**config.mk**
```make
export PLATFORM = sky130hd
export DESIGN_NAME = lsu_stage
export DESIGN_NICKNAME = d
export VERILOG_FILES = /design/src/rtl/lsu_stage.sv
export SDC_FILE = /design/constraint.sdc
export NUM_CORES = 1
export LEC_CHECK = 0
export CORE_ASPECT_RATIO = 1.75
export CORE_MARGIN = 1.5
export CORE_UTILIZATION = 41
export CTS_BUF_LIST = sky130_fd_sc_hd__clkbuf_4 sky130_fd_sc_hd__clkbuf_8 sky130_fd_sc_hd__clkbuf_16
export CTS_CLUSTER_SIZE = 12
export DETAILED_ROUTE_END_ITERATION = 8
export PLACE_DENSITY = 0.85
export REMOVE_ABC_BUFFERS = 1
export SLEW_MARGIN = 20
export SYNTH_ARGS = -nofsm -noshare
export SYNTH_HDL_FRONTEND = slang
export SYNTH_SLANG_ARGS = --single-unit
```
**constraint.sdc**
```tcl
create_clock -name clk -period 2.2 [get_ports clk]
set_clock_uncertainty 0.15 [all_clocks]
set_input_delay 0.44 -clock clk [delete_from_list [all_inputs] [get_ports clk]]
set_output_delay 0.44 -clock clk [all_outputs]
set_load 0.1 [all_outputs]
```
**src/rtl/lsu_stage.sv**
```systemverilog
// Load/store unit for the MEM stage: request/response FSM between the EX/MEM
// register and a byte-enabled 64-bit data memory with fixed read latency.
//
// state | meaning
// IDLE  | ready for a request; decode and fault check on accept
// ISSUE | memory strobe cycle (mem_en high)
// WAIT  | load in flight, down-counter to the read-data sample cycle
// RESP  | response held on out_* until out_ready
module lsu_stage #(
  parameter int BUS_WIDTH     = 64,
  parameter int ADDR_WIDTH    = 12,
  parameter int MEM_LATENCY   = 2,
  parameter int MISALIGN_TRAP = 1
) (
  input  logic                  clk,
  input  logic                  rst,
  input  logic                  in_valid,
  output logic                  in_ready,
  input  logic                  mem_read,
  input  logic                  mem_write,
  input  logic [2:0]            funct3,
  input  logic [BUS_WIDTH-1:0]  addr,
  input  logic [BUS_WIDTH-1:0]  wdata,
  output logic                  out_valid,
  input  logic                  out_ready,
  output logic [BUS_WIDTH-1:0]  out_rdata,
  output logic                  misaligned,
  output logic                  access_fault,
  output logic [BUS_WIDTH-1:0]  fault_addr,
  output logic                  mem_en,
  output logic [7:0]            mem_we,
  output logic [ADDR_WIDTH-4:0] mem_addr,
  output logic [BUS_WIDTH-1:0]  mem_wdata,
  input  logic [BUS_WIDTH-1:0]  mem_rdata
);

  typedef enum logic [1:0] {S_IDLE, S_ISSUE, S_WAIT, S_RESP} state_t;

  localparam logic [2:0] LAT_INIT = 3'(MEM_LATENCY - 1);

  state_t                  state_q, state_d;
  logic [2:0]              cnt_q, cnt_d;
  logic                    is_load_q, is_load_d;
  logic [1:0]              size_q, size_d;
  logic                    uns_q, uns_d;
  logic [2:0]              off_q, off_d;
  logic                    out_valid_q, out_valid_d;
  logic [BUS_WIDTH-1:0]    out_rdata_q, out_rdata_d;
  logic                    misaligned_q, misaligned_d;
  logic                    access_fault_q, access_fault_d;
  logic [BUS_WIDTH-1:0]    fault_addr_q, fault_addr_d;
  logic                    mem_en_q, mem_en_d;
  logic [7:0]              mem_we_q, mem_we_d;
  logic [ADDR_WIDTH-4:0]   mem_addr_q, mem_addr_d;
  logic [BUS_WIDTH-1:0]    mem_wdata_q, mem_wdata_d;

  logic                    accept;
  logic [2:0]              lane_mask;
  logic [7:0]              be_base;
  logic [2:0]              off_eff;
  logic                    mis_in;
  logic                    range_in;
  logic [BUS_WIDTH-1:0]    rd_shift;
  logic [BUS_WIDTH-1:0]    ld_val;

  assign in_ready = (state_q == S_IDLE) & ~rst;
  assign accept   = in_valid & in_ready;

  always_comb begin
    lane_mask = 3'd0;
    be_base   = 8'h01;
    case (funct3[1:0])
      2'd0: begin lane_mask = 3'd0; be_base = 8'h01; end
      2'd1: begin lane_mask = 3'd1; be_base = 8'h03; end
      2'd2: begin lane_mask = 3'd3; be_base = 8'h0F; end
      default: begin lane_mask = 3'd7; be_base = 8'hFF; end
    endcase
    mis_in   = (MISALIGN_TRAP != 0) && ((addr[2:0] & lane_mask) != 3'd0);
    // without trapping, a misaligned access silently drops to its natural boundary
    off_eff  = (MISALIGN_TRAP != 0) ? addr[2:0] : (addr[2:0] & ~lane_mask);
    range_in = |addr[BUS_WIDTH-1:ADDR_WIDTH];
  end

  always_comb begin
    rd_shift = mem_rdata >> {off_q, 3'b000};
    ld_val   = '0;
    case (size_q)
      2'd0: ld_val = uns_q ? {{(BUS_WIDTH-8){1'b0}}, rd_shift[7:0]}
                           : {{(BUS_WIDTH-8){rd_shift[7]}}, rd_shift[7:0]};
      2'd1: ld_val = uns_q ? {{(BUS_WIDTH-16){1'b0}}, rd_shift[15:0]}
                           : {{(BUS_WIDTH-16){rd_shift[15]}}, rd_shift[15:0]};
      2'd2: ld_val = uns_q ? {{(BUS_WIDTH-32){1'b0}}, rd_shift[31:0]}
                           : {{(BUS_WIDTH-32){rd_shift[31]}}, rd_shift[31:0]};
      default: ld_val = rd_shift;
    endcase
  end

  always_comb begin
    state_d        = state_q;
    cnt_d          = cnt_q;
    is_load_d      = is_load_q;
    size_d         = size_q;
    uns_d          = uns_q;
    off_d          = off_q;
    out_valid_d    = out_valid_q;
    out_rdata_d    = out_rdata_q;
    misaligned_d   = misaligned_q;
    access_fault_d = access_fault_q;
    fault_addr_d   = fault_addr_q;
    mem_en_d       = 1'b0;
    mem_we_d       = '0;
    mem_addr_d     = '0;
    mem_wdata_d    = '0;
    case (state_q)
      S_IDLE: begin
        if (accept) begin
          is_load_d = mem_read;
          size_d    = funct3[1:0];
          uns_d     = funct3[2];
          off_d     = off_eff;
          if (mis_in) begin
            state_d      = S_RESP;
            out_valid_d  = 1'b1;
            misaligned_d = 1'b1;
            fault_addr_d = addr;
          end else if (range_in) begin
            state_d        = S_RESP;
            out_valid_d    = 1'b1;
            access_fault_d = 1'b1;
            fault_addr_d   = addr;
          end else if (!mem_read && !mem_write) begin
            state_d     = S_RESP;
            out_valid_d = 1'b1;
          end else begin
            state_d    = S_ISSUE;
            mem_en_d   = 1'b1;
            mem_addr_d = addr[ADDR_WIDTH-1:3];
            if (!mem_read) begin
              mem_we_d    = be_base << off_eff;
              mem_wdata_d = wdata << {off_eff, 3'b000};
            end
          end
        end
      end
      S_ISSUE: begin
        if (is_load_q) begin
          state_d = S_WAIT;
          cnt_d   = LAT_INIT;
        end else begin
          state_d     = S_RESP;
          out_valid_d = 1'b1;
        end
      end
      S_WAIT: begin
        if (cnt_q == 3'd0) begin
          state_d     = S_RESP;
          out_valid_d = 1'b1;
          out_rdata_d = ld_val;
        end else begin
          cnt_d = cnt_q - 3'd1;
        end
      end
      S_RESP: begin
        if (out_ready) begin
          state_d        = S_IDLE;
          out_valid_d    = 1'b0;
          out_rdata_d    = '0;
          misaligned_d   = 1'b0;
          access_fault_d = 1'b0;
          fault_addr_d   = '0;
        end
      end
      default: state_d = S_IDLE;
    endcase
  end

  always_ff @(posedge clk) begin
    if (rst) begin
      state_q        <= S_IDLE;
      cnt_q          <= '0;
      is_load_q      <= 1'b0;
      size_q         <= '0;
      uns_q          <= 1'b0;
      off_q          <= '0;
      out_valid_q    <= 1'b0;
      out_rdata_q    <= '0;
      misaligned_q   <= 1'b0;
      access_fault_q <= 1'b0;
      fault_addr_q   <= '0;
      mem_en_q       <= 1'b0;
      mem_we_q       <= '0;
      mem_addr_q     <= '0;
      mem_wdata_q    <= '0;
    end else begin
      state_q        <= state_d;
      cnt_q          <= cnt_d;
      is_load_q      <= is_load_d;
      size_q         <= size_d;
      uns_q          <= uns_d;
      off_q          <= off_d;
      out_valid_q    <= out_valid_d;
      out_rdata_q    <= out_rdata_d;
      misaligned_q   <= misaligned_d;
      access_fault_q <= access_fault_d;
      fault_addr_q   <= fault_addr_d;
      mem_en_q       <= mem_en_d;
      mem_we_q       <= mem_we_d;
      mem_addr_q     <= mem_addr_d;
      mem_wdata_q    <= mem_wdata_d;
    end
  end

  assign out_valid    = out_valid_q;
  assign out_rdata    = out_rdata_q;
  assign misaligned   = misaligned_q;
  assign access_fault = access_fault_q;
  assign fault_addr   = fault_addr_q;
  assign mem_en       = mem_en_q;
  assign mem_we       = mem_we_q;
  assign mem_addr     = mem_addr_q;
  assign mem_wdata    = mem_wdata_q;

endmodule
```
==> results.cfg, run 1 <==
[clock_network]
cts_root_buffer = clkbuf_16
clkLatencyLatePin_ns = 0.53
clock-sinks = 225
hold_buffers = 0
numCtsBuffers = 24
cts.path.max_buffers = 3
tritoncts = done
path_clk_slew_ns = 0.06
htree_levels = 1

[place]
placed_cells = 1997
pre_cts_slack_ns = -0.774
hpwl_um = 31800
port_buffers = 414
placed_cell_area_um2 = 16200
gp_congestion = 0.911

[sta]
timing.final.max_slew_violations = 0
hold_viol = 0
worst_pin_slew_ns = 1.02
setup_tns_ns = -0.326
setup_viol = 26
rsz0062_at_grt = true
period_needed_ns = 2.23
whs_ns = 0.0798
max_freq_mhz = 448
relSlewSlack_pct = 31.2
finalCritPeriodShare_pct = 101
worst_slack_ns = -0.0303

[routing]
routed_wirelength_um = 43600
ant_nets = 0
drt_iter0_markers = 744
drc = 0
post_drt_wl_per_cell_um = 21.2
via_count = 11600
detail_route.first_pass.iterations = 5
via_per_inst = 5.65

[logic_synthesis]
synthSimpleGateAreaFrac_pct = 19.1
async_flop_share_pct = 0
synth_top_area_share_pct = 39.2
synth_edf_count = 0
yosys-top-cells-area = dfxtp_1 (39%), mux2i_1 (10%), mux4_2 (7.6%)
synthMuxAreaShare_pct = 21.4
yosysWarningCount = 0
syn_avg_cell_area_um2 = 9.66
synth_adder_area_share_pct = 0.763
synth_top_family_by_area = multiplexers
synthTopCellsByCount = dfxtp_1 (225), nand2b_1 (134), mux2i_1 (118), nor2_1 (86), clkbuf_1 (62)
syn_inst = 1189
synth_xor_area_share_pct = 0
synth_top_flop_cell = dfxtp_1
synth_area_um2 = 11500
synth.most_common_cell = dfxtp_1
synth_cell_type_count = 61
synth_compound_area_share_pct = 14.6
ys_ff_latch = 225
yosys.area.top_type = dfxtp_1
synth-seq-area-share_pct = 39.2

[setup_path]
path_max_fanout = 5
arrival_ns = 2.53
crit_start = addr[26]
r2r_start = off_q[0]
required_ns = 2.50
worst_setup_path_start_kind = input pin
crit_type = input pin to flop
crit_path_end_kind = flop

[power]
seqPwrFrac_pct = 23.6
p_int_mw = 11.7
p_comb_share_pct = 60.2
clockPowerShare_pct = 16.2
p_leak_nw = 7.63
pwr_density_cell_nw_per_um2 = 1370
p_switching_mw = 12.2
total_power_mw = 23.9
swShare_pct = 51.0
peakVddDrop_uv = 823

[finish]
multi_input_area_um2 = 6660
layout.cells.non_filler = 2059
fin_util_pct = 63.8
fin_area_um2 = 17500
register_area_um2 = 4510
fill_cells = 2188
layout-drive-gt1-share_pct = 31.5
area_delta_synth_final_pct = 52.4
nets = 1882

[die]
die_area_um2 = 29100
initial_utilization_pct = 41.9
row_count = 80
pin_count = 415
fp.dieH_um = 224
die_x_um = 130
core_um2 = 27400

[outcome]
violations = negative setup slack
outcome = finished, violations left

[job]
max-cap-violations = 0

[global_route]
grt_pass1_wl_um = 64200
antenna_found_initial = 7
grt_usage_pct = 28.7
grt.overflow.total = 0
grt_max_degree = 70
grt_pass1_vias = 11700

[worst_hold_path]
hold_start = addr[60]
hp-class = input pin to flop
-- final timing paths --
| kind | endpoint | slack [ns] | cells past startpoint |
|---|---|---|---|
| setup / recovery | fault_addr[38] | -0.03 | 9 |
| hold reg to reg | out_rdata[15] | 0.30 | 2 |
| setup reg to reg | out_rdata[12] | 0.06 | 7 |
| hold / removal | fault_addr[60] | 0.08 | 3 |
-- per-layer routing --
| metal | wire length [µm] | track usage, % | up-vias |
|---|---|---|---|
| met5 | 0 | 0 | - |
| met3 | 3570 | 6.90 | 215 |
| met4 | 3780 | 21.4 | 0 |
| li1 | - | - | 5273 |
| met2 | 21800 | 50.1 | 620 |
| met1 | 14500 | 29.2 | 5531 |
-- power groups by stage --
stage	combinational [mW]	sequential, mW	clock, mW
2_1_floorplan	2.99	10.9	0
3_3_place_gp	13.5	5.67	0
3_5_place_dp	13.7	5.70	0
4_1_cts	14.2	5.64	3.93
5_1_grt	15.0	5.75	4.08
6_report	14.4	5.64	3.87
-- flip-flops by register name, indices dropped and copies added (netlist names) --
signal / cells
access_fault: 1
cnt_q: 3
fault_addr: 64
is_load_q: 1
mem_addr: 9
mem_en: 1
mem_wdata: 64
mem_we: 8
misaligned: 1
off_q: 3
out_rdata: 64
out_valid: 1
size_q: 2
state_q: 2
uns_q: 1
-- cell families (layout without fill, tap and decap cells) --
group	count (synthesis)	count (layout)
other	0	6
AO/OA/AOI/OAI	246	246
buffers and inverters	120	615
multiplexers	190	190
AND/OR/NAND/NOR	401	401
adder cells (fa/ha/maj)	7	7
flip-flops	225	225
-- cells in the final DEF, fill, tap and decap left out, types with 16 or more instances in the layout --
master and instances:
mux2_2 31, a211oi_1 38, buf_4 333, a22oi_1 57
clkdlybuf4s50_1 165, buf_12 17, mux2i_1 117, o21ai_1 24
nor2_1 85, nand2_1 61, nand2b_1 134, dlymetal6s2s_1 16
and3_1 18, nor2b_1 30, mux4_2 39, clkbuf_16 26
dfxtp_1 221, a21oi_1 42, o21ai_0 31
-- area by class of cell --
type / instances / area share (%)
Clock inverter: 4 / 0.143
Inverter: 16 / 0.372
Antenna cell: 6 / 0.0858
Timing Repair Buffer: 563 / 28.9
Multi-Input combinational cell: 844 / 38.0
Clock buffer: 32 / 4.02
Tap cell: 369 / 2.64
Sequential cell: 225 / 25.8
-- critical path, cell delays in order --
cell and delay [ns]:
clkdlybuf4s50_1 0.45, nor4_2 0.30, and3_1 0.27, nand4_1 0.21, o221ai_4 0.29, buf_12 0.15
buf_16 0.11, buf_4 0.12, mux2i_1 0.19
-- timing repair --
| action | 4_1_cts | 5_1_grt |
|---|---|---|
| resized for setup | 46 | 44 |
| hold endpoints to repair | 0 | 0 |
| cloned | 3 | 2 |
| buffers inserted | 5 | 11 |
| endpoints found under the setup margin | 162 | 197 |
| pin swaps | 11 | 15 |
Note: power is estimated with default switching activity, not from simulation.
==> run 2, diff against run 1 <==
CORE_ASPECT_RATIO = 2   (was 1.75)
==> results.cfg, run 2 (synthesis results as in run 1) <==
[power]
p_leak_nw = 7.67
pwr_density_cell_nw_per_um2 = 1360
peakVddDrop_uv = 725
total_power_mw = 23.6

[sta]
setup_viol = 0
worst_slack_ns = 0.0352
whs_ns = 0.0838
hold_viol = 0
worst_pin_slew_ns = 0.636
relSlewSlack_pct = 57.6
period_needed_ns = 2.16
max_freq_mhz = 462
timing.final.max_slew_violations = 0
finalCritPeriodShare_pct = 98.4
rsz0062_at_grt = true

[clock_network]
cts.path.max_buffers = 3
numCtsBuffers = 23
clock-sinks = 225
path_clk_slew_ns = 0.06
cts_root_buffer = clkbuf_16
tritoncts = done
clkLatencyLatePin_ns = 0.53
htree_levels = 1

[finish]
fill_cells = 2202
fin_area_um2 = 17400
nets = 1881
layout-drive-gt1-share_pct = 31.6
area_delta_synth_final_pct = 51.5
layout_common_cells = buf_4 (339), dfxtp_1 (220), clkdlybuf4s50_1 (165), nand2b_1 (134), mux2i_1 (117)
fin_util_pct = 63.2
final_common_cell = buf_4

[die]
die_x_um = 121
fp.dieH_um = 240
initial_utilization_pct = 41.7
row_count = 86
pin_count = 415
core_um2 = 27500
die_area_um2 = 29100

[job]
max-cap-violations = 0

[routing]
detail_route.first_pass.iterations = 5
drc = 0
drt_iter0_markers = 543
post_drt_wl_per_cell_um = 21.3
routed_wirelength_um = 43300
via_per_inst = 5.62
ant_nets = 0
via_count = 11400

[place]
placed_cell_area_um2 = 16300
pre_cts_slack_ns = -0.660
hpwl_um = 32200
port_buffers = 414
gp_congestion = 0.925

[setup_path]
crit_type = input pin to flop
path_max_fanout = 8
worst_setup_path_start_kind = input pin
crit_path_end_kind = flop
required_ns = 2.49
arrival_ns = 2.45

[global_route]
antenna_found_initial = 3
grt_pass1_wl_um = 63600
grt_pass1_vias = 11800
grt_max_degree = 69
grt.overflow.total = 0
grt_usage_pct = 28.3

[outcome]
outcome = complete, no violations

[worst_hold_path]
hp-class = input pin to flop
-- run 2: changes by cell type in the layout (fill, tap and decap cells not counted), sizes merged --
cell and delta:
clkinv -1, inv +1, dlymetal6s2s +9, dlygate4sd2 -9, clkbuf -3, bufbuf -1, bufinv +1, buf +1
clkinvlp -2, diode -3
-- run 2: routing by layer --
layer	routed length, µm	track usage [%]
met5	13	0
met2	22800	52.1
met1	14500	28.2
met4	3070	19.0
met3	2910	5.45
-- run 2: power by group --
group	total (mW)	switching, mW	leakage (nW)	internal [mW]
clock	3.72	1.60	0.339	2.12
sequential	5.66	0.598	1.84	5.06
combinational	14.2	9.94	5.49	4.28
-- run 2: final timing paths --
check / start / to / slack [ns] / cells after the start
worst min register to register: out_rdata[15] / out_rdata[15] / 0.30 / 2
worst max-delay path: addr[53] / fault_addr[46] / 0.04 / 9
worst max register to register: state_q[1] / out_rdata[14] / 0.05 / 9
worst min-delay path: rst / is_load_q / 0.08 / 2
-- run 2: timing repair --
item                                    CTS  global route
resized for setup                        31            60
setup buffers                             5             9
pin swaps                                 9            18
endpoints found under the setup margin   89           171
hold buffers                              0             0
cloned                                    2             0
-- run 2: cell type report --
class | count | area, µm² | area share (%)
multi-input combinational | 844 | 6680 | 38.4
timing repair buffer | 563 | 5020 | 28.9
sequential | 225 | 4510 | 25.9
clock buffer | 29 | 633 | 3.64
tap | 352 | 440 | 2.53
inverter | 16 | 62.6 | 0.359
clock inverter | 3 | 43.8 | 0.252
antenna | 3 | 7.51 | 0.0431
-- run 2: critical path, stage by stage --
cell	delay [ns]
clkdlybuf4s50_1	0.46
nor4_4	0.35
and4_4	0.29
nand3_2	0.10
o221ai_4	0.20
buf_6	0.15
buf_16	0.11
buf_12	0.13
mux2i_2	0.22
-- run 2: through the flow --
stage	setup TNS (ns)	instances
6_report	0	2035
5_1_grt	-0.262	2035
4_1_cts	-0.150	2024
3_5_place_dp	-92.84	1985
3_3_place_gp	-88.71	1985
2_1_floorplan	-528.09	1085
==> run 3, diff against run 2 <==
TNS_END_PERCENT = 10   (was default)
==> results.cfg, run 3 (synthesis results as in run 1) <==
[outcome]
outcome = complete, no violations

[routing]
via_count = 11400
drc = 0
wl_met1_um = 14200
detail_route.first_pass.iterations = 5
routed_wirelength_um = 43300
highest_layer = met5
wl_met3_um = 3220
ant_nets = 0
routed-wl-met2_um = 22700
post_drt_wl_per_cell_um = 21.4
via_per_inst = 5.64
drt_iter0_markers = 554

[setup_path]
path_max_fanout = 8
timing.reg2reg.setup_slack_ns = 0.08
required_ns = 2.49
rr_endpoint = fault_addr[46]
reg2reg_depth = 7
arrival_ns = 2.47
crit_start = addr[15]
crit_type = input pin to flop
critPathMaxStageDelay_ns = 0.45
slowest_stage = clkdlybuf4s50_1
crit_chain = clkdlybuf4s50_1 -> nor4_2 -> and4_4 -> nand3_1 -> o221ai_4 -> buf_12 -> buf_12 -> mux2i_1
cpMostUsedCell = buf_12
worst_setup_path_start_kind = input pin
r2r_start = state_q[1]
crit_path_end_kind = flop

[finish]
fill_cells = 2188
fin_area_um2 = 17400
register_area_um2 = 4510
layout-drive-gt1-share_pct = 31.3
nets = 1874
area_delta_synth_final_pct = 51.2
multi_input_area_um2 = 6660
layout_common_cells = buf_4 (332), dfxtp_1 (220), clkdlybuf4s50_1 (169), nand2b_1 (134), mux2i_1 (115)
final_common_cell = buf_4

[clock_network]
hold_buffers = 0
clkLatencyLatePin_ns = 0.53
clock-sinks = 225
cts_root_buffer = clkbuf_16
htree_levels = 1
cts.path.max_buffers = 3
path_clk_slew_ns = 0.06
numCtsBuffers = 23
tritoncts = done

[sta]
whs_ns = 0.0826
setup_viol = 0
timing.final.max_slew_violations = 0
period_needed_ns = 2.18
worst_pin_slew_ns = 0.640
relSlewSlack_pct = 57.4
max_freq_mhz = 459
worst_slack_ns = 0.0207
finalCritPeriodShare_pct = 99.1
rsz0062_at_grt = true
hold_viol = 0

[die]
die_area_um2 = 29100
die_x_um = 121
core_um2 = 27500
row_count = 86
initial_utilization_pct = 41.7
pin_count = 415
fp.dieH_um = 240

[global_route]
grt_pass1_wl_um = 63400
grt_usage_pct = 28.2
grt_pass1_vias = 11800
grt.overflow.total = 0
grt_max_degree = 69
antenna_found_initial = 2

[place]
pre_cts_slack_ns = -0.660
placed_cell_area_um2 = 16300
hpwl_um = 32200
gp_congestion = 0.925
port_buffers = 414

[job]
max-cap-violations = 0

[worst_hold_path]
min_to = is_load_q
hp-class = input pin to flop
hold_start = rst
min_path_cells = 2

[power]
pwr_density_cell_nw_per_um2 = 1360
total_power_mw = 23.7
peakVddDrop_uv = 675
p_leak_nw = 7.63
run 3: worst max-delay path by stage:
stage                endpoint  slack [ns]  depth (start not counted)
2_1_floorplan   fault_addr[0]       -4.23                          5
3_3_place_gp     mem_wdata[6]       -0.66                          8
3_5_place_dp   fault_addr[42]       -0.66                          8
4_1_cts              in_ready       -0.06                          6
5_1_grt        fault_addr[46]       -0.03                          8
6_report       fault_addr[42]        0.02                          8
run 3: per-stage QoR:
step           std cells  util, %  TNS [ns]
2_1_floorplan       1085        -   -528.09
3_3_place_gp        1985     59.0    -88.71
3_5_place_dp        1985     59.0    -92.84
5_1_grt             2026     63.0    -0.456
4_1_cts             2021     61.9    -0.218
6_report            2026     63.0         0
run 3: where the power goes:
group	leakage, nW	switching [mW]	total [mW]	internal [mW]
clock	0.339	1.59	3.71	2.12
combinational	5.46	9.95	14.3	4.34
sequential	1.84	0.600	5.66	5.06
total	7.63	12.1	23.7	11.5
run 3: layout make-up:
class,count,area share (%)
clock inverter,3,0.252
antenna,1,0.0144
multi-input combinational,844,38.4
sequential,225,26.0
inverter,16,0.360
tap,352,2.54
clock buffer,29,3.65
timing repair buffer,556,28.8
run 3: metal layers:
metal / vias up / global-route usage, %
li1: 5247 / -
met1: 5430 / 27.9
met2: 582 / 51.7
met3: 167 / 5.64
met4: 2 / 19.5
met5: - / 0
run 3: repair_timing:
item                                    in CTS  in global routing
resized for setup                           19                 62
pin swaps                                    6                 17
hold endpoints to repair                     0                  0
setup buffers                                3                  2
endpoints found under the setup margin      89                153
cloned                                       1                  3
run 3: critical path, delay by kind of cell:
kind / cells / cell delay, ns
compound gates: 1 / 0.23
buf+inv: 3 / 0.79
mux: 1 / 0.22
simple gates: 3 / 0.78
